--- src/rtl/instr_fetch_ctrl_pkg.sv ---
// Shared types for the RV32E instruction fetch path: the fetch-queue entry
// layout, the sequencer state encoding and the NOP used to fill fault entries.
package instr_fetch_ctrl_pkg;

    localparam int PC_W    = 32;
    localparam int INSTR_W = 32;
    localparam int FAULT_W = 1;

    // addi x0, x0, 0
    localparam logic [INSTR_W-1:0] I_NOP = 32'h0000_0013;

    typedef enum logic [1:0] {
        IDLE = 2'd0,
        RUN  = 2'd1,
        HALT = 2'd2
    } fetch_state_t;

    typedef struct packed {
        logic [PC_W-1:0]    pc;
        logic [INSTR_W-1:0] instr;
        logic [FAULT_W-1:0] fault;
    } fetch_entry_t;

endpackage

--- src/rtl/instr_fetch_ctrl_fetch_queue.sv ---
// Small synchronous FIFO of fetch entries with flush and same-cycle push/pop.
// A push into a full queue is accepted only when the head is popped that cycle.
module instr_fetch_ctrl_fetch_queue
    import instr_fetch_ctrl_pkg::*;
#(
    parameter int DEPTH = 2,
    localparam int PW   = (DEPTH > 1) ? $clog2(DEPTH) : 1,
    localparam int CW   = $clog2(DEPTH + 1)
) (
    input  logic         clk,
    input  logic         rst_n,
    input  logic         flush,
    input  logic         push,
    input  fetch_entry_t push_entry,
    input  logic         pop,
    output fetch_entry_t head,
    output logic [CW-1:0] count
);

    fetch_entry_t [DEPTH-1:0] mem;
    logic [PW-1:0] rd_ptr, wr_ptr;
    logic          empty, full, do_push, do_pop;

    assign empty   = (count == '0);
    assign full    = (count == CW'(DEPTH));
    assign do_push = push && (!full || pop);
    assign do_pop  = pop && !empty;
    assign head    = mem[rd_ptr];

    function automatic logic [PW-1:0] ptr_inc(input logic [PW-1:0] p);
        return (p == PW'(DEPTH - 1)) ? '0 : p + 1'b1;
    endfunction

    always_ff @(posedge clk or negedge rst_n) begin
        if (!rst_n) begin
            rd_ptr <= '0;
            wr_ptr <= '0;
            count  <= '0;
        end else if (flush) begin
            rd_ptr <= '0;
            wr_ptr <= '0;
            count  <= '0;
        end else begin
            if (do_push) wr_ptr <= ptr_inc(wr_ptr);
            if (do_pop)  rd_ptr <= ptr_inc(rd_ptr);
            case ({do_push, do_pop})
                2'b10:   count <= count + 1'b1;
                2'b01:   count <= count - 1'b1;
                default: count <= count;
            endcase
        end
    end

    // Storage needs no reset: the top gates every head field with valid.
    always_ff @(posedge clk) begin
        if (do_push && !flush) mem[wr_ptr] <= push_entry;
    end

endmodule

--- src/rtl/instr_fetch_ctrl.sv ---
// Fetch sequencer: owns fetch_pc, addresses the program ROM, checks fetch
// addresses for faults and feeds {pc, instr, fault} to decode via the queue.
module instr_fetch_ctrl
    import instr_fetch_ctrl_pkg::*;
#(
    parameter logic [31:0] RESET_PC    = 32'h0000_0000,
    parameter int          ROM_WORDS   = 513,
    parameter int          QUEUE_DEPTH = 2
) (
    input  logic        clk,
    input  logic        rst_n,
    input  logic        enable,
    input  logic        redirect_valid,
    input  logic [31:0] redirect_pc,
    output logic [31:0] rom_addr,
    input  logic [31:0] rom_data,
    output logic        instr_valid,
    input  logic        instr_ready,
    output logic [31:0] instr_data,
    output logic [31:0] instr_pc,
    output logic        instr_fault,
    output logic        halted
);

    localparam int          QCW       = $clog2(QUEUE_DEPTH + 1);
    localparam logic [31:0] ROM_LIMIT = 32'(ROM_WORDS);

    fetch_state_t  state, state_nxt;
    logic [31:0]   fetch_pc, fetch_pc_nxt;
    logic [31:0]   word_idx;
    logic [QCW-1:0] q_count;
    fetch_entry_t  push_entry, head;
    logic          q_empty, q_full, deq, fetch, addr_fault, fetch_fault;

    assign word_idx    = {2'b00, fetch_pc[31:2]};
    assign rom_addr    = word_idx;
    assign addr_fault  = (fetch_pc[1:0] != 2'b00) || (word_idx >= ROM_LIMIT);

    assign q_empty     = (q_count == '0);
    assign q_full      = (q_count == QCW'(QUEUE_DEPTH));
    assign deq         = !q_empty && instr_ready;
    // Redirect wins the edge; a full queue still takes a new entry when the head leaves.
    assign fetch       = enable && (state != HALT) && !redirect_valid && (!q_full || deq);
    assign fetch_fault = fetch && addr_fault;

    always_comb begin
        push_entry.pc    = fetch_pc;
        push_entry.instr = addr_fault ? I_NOP : rom_data;
        push_entry.fault = addr_fault;
    end

    always_ff @(posedge clk or negedge rst_n) begin
        if (!rst_n) begin
            state    <= IDLE;
            fetch_pc <= RESET_PC;
        end else begin
            state    <= state_nxt;
            fetch_pc <= fetch_pc_nxt;
        end
    end

    always_comb begin
        state_nxt    = state;
        fetch_pc_nxt = fetch_pc;
        if (redirect_valid) begin
            fetch_pc_nxt = redirect_pc;
            state_nxt    = enable ? RUN : IDLE;
        end else begin
            // A faulting fetch leaves fetch_pc on the offending address.
            if (fetch && !addr_fault) fetch_pc_nxt = fetch_pc + 32'd4;
            case (state)
                IDLE, RUN: state_nxt = fetch_fault ? HALT : (enable ? RUN : IDLE);
                HALT:      state_nxt = HALT;
                default:   state_nxt = IDLE;
            endcase
        end
    end

    instr_fetch_ctrl_fetch_queue #(
        .DEPTH (QUEUE_DEPTH)
    ) u_queue (
        .clk        (clk),
        .rst_n      (rst_n),
        .flush      (redirect_valid),
        .push       (fetch),
        .push_entry (push_entry),
        .pop        (deq),
        .head       (head),
        .count      (q_count)
    );

    assign instr_valid = !q_empty;
    assign instr_data  = instr_valid ? head.instr : '0;
    assign instr_pc    = instr_valid ? head.pc    : '0;
    assign instr_fault = instr_valid && head.fault[0];
    assign halted      = (state == HALT);

endmodule

--- config.mk ---
export PLATFORM = sky130hd
export DESIGN_NAME = instr_fetch_ctrl
export DESIGN_NICKNAME = d
export VERILOG_FILES = /design/src/rtl/instr_fetch_ctrl_pkg.sv /design/src/rtl/instr_fetch_ctrl_fetch_queue.sv /design/src/rtl/instr_fetch_ctrl.sv
export SDC_FILE = /design/constraint.sdc
export NUM_CORES = 1
export LEC_CHECK = 0
export CAP_MARGIN = 10
export CORE_MARGIN = 2
export CORE_UTILIZATION = 45
export DETAILED_ROUTE_END_ITERATION = 10
export MAX_ROUTING_LAYER = met4
export PLACE_DENSITY = 0.76
export SLEW_MARGIN = 20
export SYNTH_ARGS = -nofsm -noshare
export SYNTH_HDL_FRONTEND = slang
export SYNTH_SLANG_ARGS = --single-unit
--- constraint.sdc ---
create_clock -name clk -period 3.75 [get_ports clk]
set_input_delay 1.125 -clock clk [delete_from_list [all_inputs] [get_ports clk]]
set_output_delay 1.125 -clock clk [all_outputs]
set_load 0.02 [all_outputs]
==> impl_metrics.csv <==
group,metric,value,unit
outcome,outcome,"complete, no violations",
clocking,cts_buffers,17,
placed_design,hpwl,10.1,mm
logic_synthesis,syn_area,0.00719,mm2
clocking,cts_resized,0,
timing,skew,0.00594,ns
global_routing,grt.busiest_layer,"met2",
global_routing,gr-usage-met1,22.3,%
timing,final-setup-viol-count,0,
logic_synthesis,avgSynthCellArea,14.1,um2
detailed_routing,wl_per_cell,17.0,um
detailed_routing,wl,14.9,mm
clocking,cts_tree,"yes",
die,die_x,130,um
power_and_ir_drop,powerDensity,475,mW/mm2
layout,seq_area,0.00486,mm2
worst_setup_path,r2r.worst_path.cells,7,
global_routing,grt_max_degree,51,
worst_setup_path,critPathLaunchType,"register",
layout,final_nets,721,
layout,fillCellCount,1249,
die,ios,168,
die,die_area,0.0170,mm2
global_routing,use_met3,4.31,%
flow_run,maxCapViolCount,0,
die,core,0.0158,mm2
timing,slew_headroom,39.4,%
global_routing,antenna_found_initial,0,
global_routing,first_global_vias,4457,
worst_setup_path,cp-end-kind,"primary output",
min_path,hp-class,"register to register",
power_and_ir_drop,power.switching,1.07,mW
global_routing,met2_usage,30.0,%
power_and_ir_drop,ir_worst_vdd,0.000348,V
die,rows,46,
clocking,htreeDepth,4,
power_and_ir_drop,clkPwrFrac,38.2,%
layout,multi_input_area,0.00195,mm2
global_routing,globalRouteOverflowTotal,0,
die,die-height,130,um
logic_synthesis,synth-edff-count,130,
logic_synthesis,synth_cell_type_count,42,
layout,final_util,60.4,%
logic_synthesis,synth-main-ff-cell,"edfxtp_1",
logic_synthesis,yosysWarnings,0,
logic_synthesis,ys_async_sr_fraction,22.6,%
clocking,path_clk_slew,0.06,ns
power_and_ir_drop,p_comb_share,13.1,%
clocking,hold_buffers,0,
logic_synthesis,ys_seq_elements,168,
clocking,clock_tree.root_cell,"clkbuf_16",
power_and_ir_drop,cell_internal_pwr,3.45,mW
timing,finalSetupTns,0,ns
logic_synthesis,ys_seq_area_share,67.6,%
worst_setup_path,critPathKind,"register to primary output",
detailed_routing,num_vias,4409,
timing,tightest_slew,0.909,ns
placed_design,globalplace.congestion,0.788,
timing,slew_violations,0,
global_routing,grt_use_total,18.3,%
timing,finalHoldViolations,0,
power_and_ir_drop,p_leak,3.29,nW
worst_setup_path,worstPathMaxFanout,50,
detailed_routing,drt_iter0_drc,274,
detailed_routing,detail-route-antenna-nets,0,
worst_setup_path,arrival,2.32,ns
placed_design,io_buffers,165,
clocking,cts_setup_buffers,0,
min_path,holdPathStages,1,
power_and_ir_drop,seqPwrFrac,48.7,%
clocking,clkLatencyLatePin,0.42,ns
detailed_routing,drt-vias-per-instance,5.02,
layout,diodes,0,
timing,fin_crit_sh,91.8,%
logic_synthesis,netlist_instances,509,
global_routing,grt_pass1_wl,22.5,mm
power_and_ir_drop,switching_share,23.6,%
timing,fmax,291,MHz
timing,rsz0062_at_grt,"no",
clocking,clock_path_buffers,2,
detailed_routing,drc,0,
worst_setup_path,cp.required,2.62,ns
die,start_util,45.6,%
clocking,cts_sinks,168,
layout,syn2layout_area_growth,32.5,%
detailed_routing,drt_pass1_iterations,4,
layout,drive_above_1_share,11.6,%
timing,min_period,3.44,ns
-- area by class of cell --
| type | count | area share, % |
|---|---|---|
| repair buffers | 177 | 18.8 |
| well taps | 216 | 2.84 |
| flip-flops and latches | 168 | 51.0 |
| inverters | 14 | 0.552 |
| clock inverters | 11 | 1.25 |
| multi-input cells | 271 | 20.5 |
| clock buffers | 21 | 4.95 |
-- final timing paths --
check / from / end / slack (ns)
worst min register to register: state[1] / state[0] / 0.50
max in group asynchronous: rst_n / u_queue.rd_ptr / 2.25
worst min-delay path: state[1] / state[0] / 0.50
min in group asynchronous: rst_n / fetch_pc[24] / 0.83
worst max-delay path: u_queue.count[1] / instr_pc[20] / 0.31
worst max register to register: fetch_pc[2] / fetch_pc[4] / 1.37
-- per-stage QoR --
step	cells	hold WS (ns)	instance area [um2]	power, mW	worst slack (ns)
6_report	878	0.495	9520	4.52	0.309
3_3_place_gp	846	0.474	8930	2.82	0.495
5_1_grt	878	0.519	9520	4.69	0.175
3_5_place_dp	846	0.481	8930	2.84	0.414
4_1_cts	878	0.490	9520	4.56	0.305
2_1_floorplan	510	0.453	7200	2.56	0.0587
-- critical path, cell delays in order (launching register included) --
cell and delay, ns:
dfrtp_1 0.49, nor2_4 0.41, buf_12 0.29, nor2_1 0.11
clkdlybuf4s50_1 0.55
-- layout by cell type, fill, tap and decap left out, drive strengths merged, types with 3 or more instances in the layout --
cell / instances
nand2b: 5
nand3: 5
mux2: 24
ha: 3
edfxtp: 130
dfrtp: 38
clkdlybuf4s50: 163
a21oi: 3
nor2: 74
o21ai: 6
clkbuf: 21
nor4: 6
mux2i: 70
buf: 14
clkinv: 5
nand2: 10
a221oi: 3
inv: 16
and3: 3
nor3: 6
and2: 30
-- power groups by stage --
| stage | combinational (mW) | sequential [mW] | clock (mW) |
|---|---|---|---|
| finish | 0.592 | 2.20 | 1.73 |
| global route | 0.633 | 2.21 | 1.84 |
| CTS | 0.600 | 2.20 | 1.76 |
| detailed placement | 0.597 | 2.24 | 0 |
| global placement | 0.587 | 2.23 | 0 |
| floorplan | 0.353 | 2.21 | 0 |
-- per-layer routing --
layer  vias up  wire, um  share of wire [%]
met2       163      7270                 49
met4         0       302                2.0
met5         -         0                  0
li1       2078         -                  -
met3        24       958                6.4
met1      2144      6360                 43
-- synthesized netlist by cell type (2+ instances only) --
cell type / number / share of area (%)
a32oi_1: 2 / 0.24
nand2_1: 10 / 0.52
clkbuf_1: 16 / 0.84
o21ai_0: 6 / 0.42
or3_1: 2 / 0.17
inv_1: 14 / 0.73
buf_6: 2 / 0.31
a221oi_1: 2 / 0.24
a21oi_1: 3 / 0.21
nand2b_1: 4 / 0.35
buf_4: 32 / 3.3
a31oi_1: 2 / 0.17
buf_1: 6 / 0.31
mux2i_1: 70 / 9.8
and3_1: 3 / 0.26
and2_1: 30 / 2.6
nor4_1: 5 / 0.44
mux2_2: 24 / 3.8
nand4_1: 2 / 0.17
dfrtp_1: 38 / 13
nor3_1: 6 / 0.42
a211oi_1: 2 / 0.21
nor2_1: 74 / 3.9
edfxtp_1: 130 / 54
nand3_1: 5 / 0.35
ha_1: 3 / 0.52
-- logic make-up after synthesis --
| group | Yosys count | share of synthesized area (%) |
|---|---|---|
| buffers and inverters | 71 | 5.61 |
| adder cells (fa/ha/maj) | 3 | 0.522 |
| flip-flops | 168 | 67.6 |
| AO/OA/AOI/OAI | 24 | 2.52 |
| other | 1 | 0.0522 |
| XOR/XNOR | 2 | 0.244 |
| AND/OR/NAND/NOR | 146 | 9.98 |
| multiplexers | 94 | 13.5 |
-- state kept, by name, indices dropped and copies added (netlist names) --
name and flops:
u_queue.count 2, u_queue.mem 130, u_queue.rd_ptr 1, fetch_pc 32, u_queue.wr_ptr 1, state 2
No activity file was read; power rests on OpenSTA's default activity.
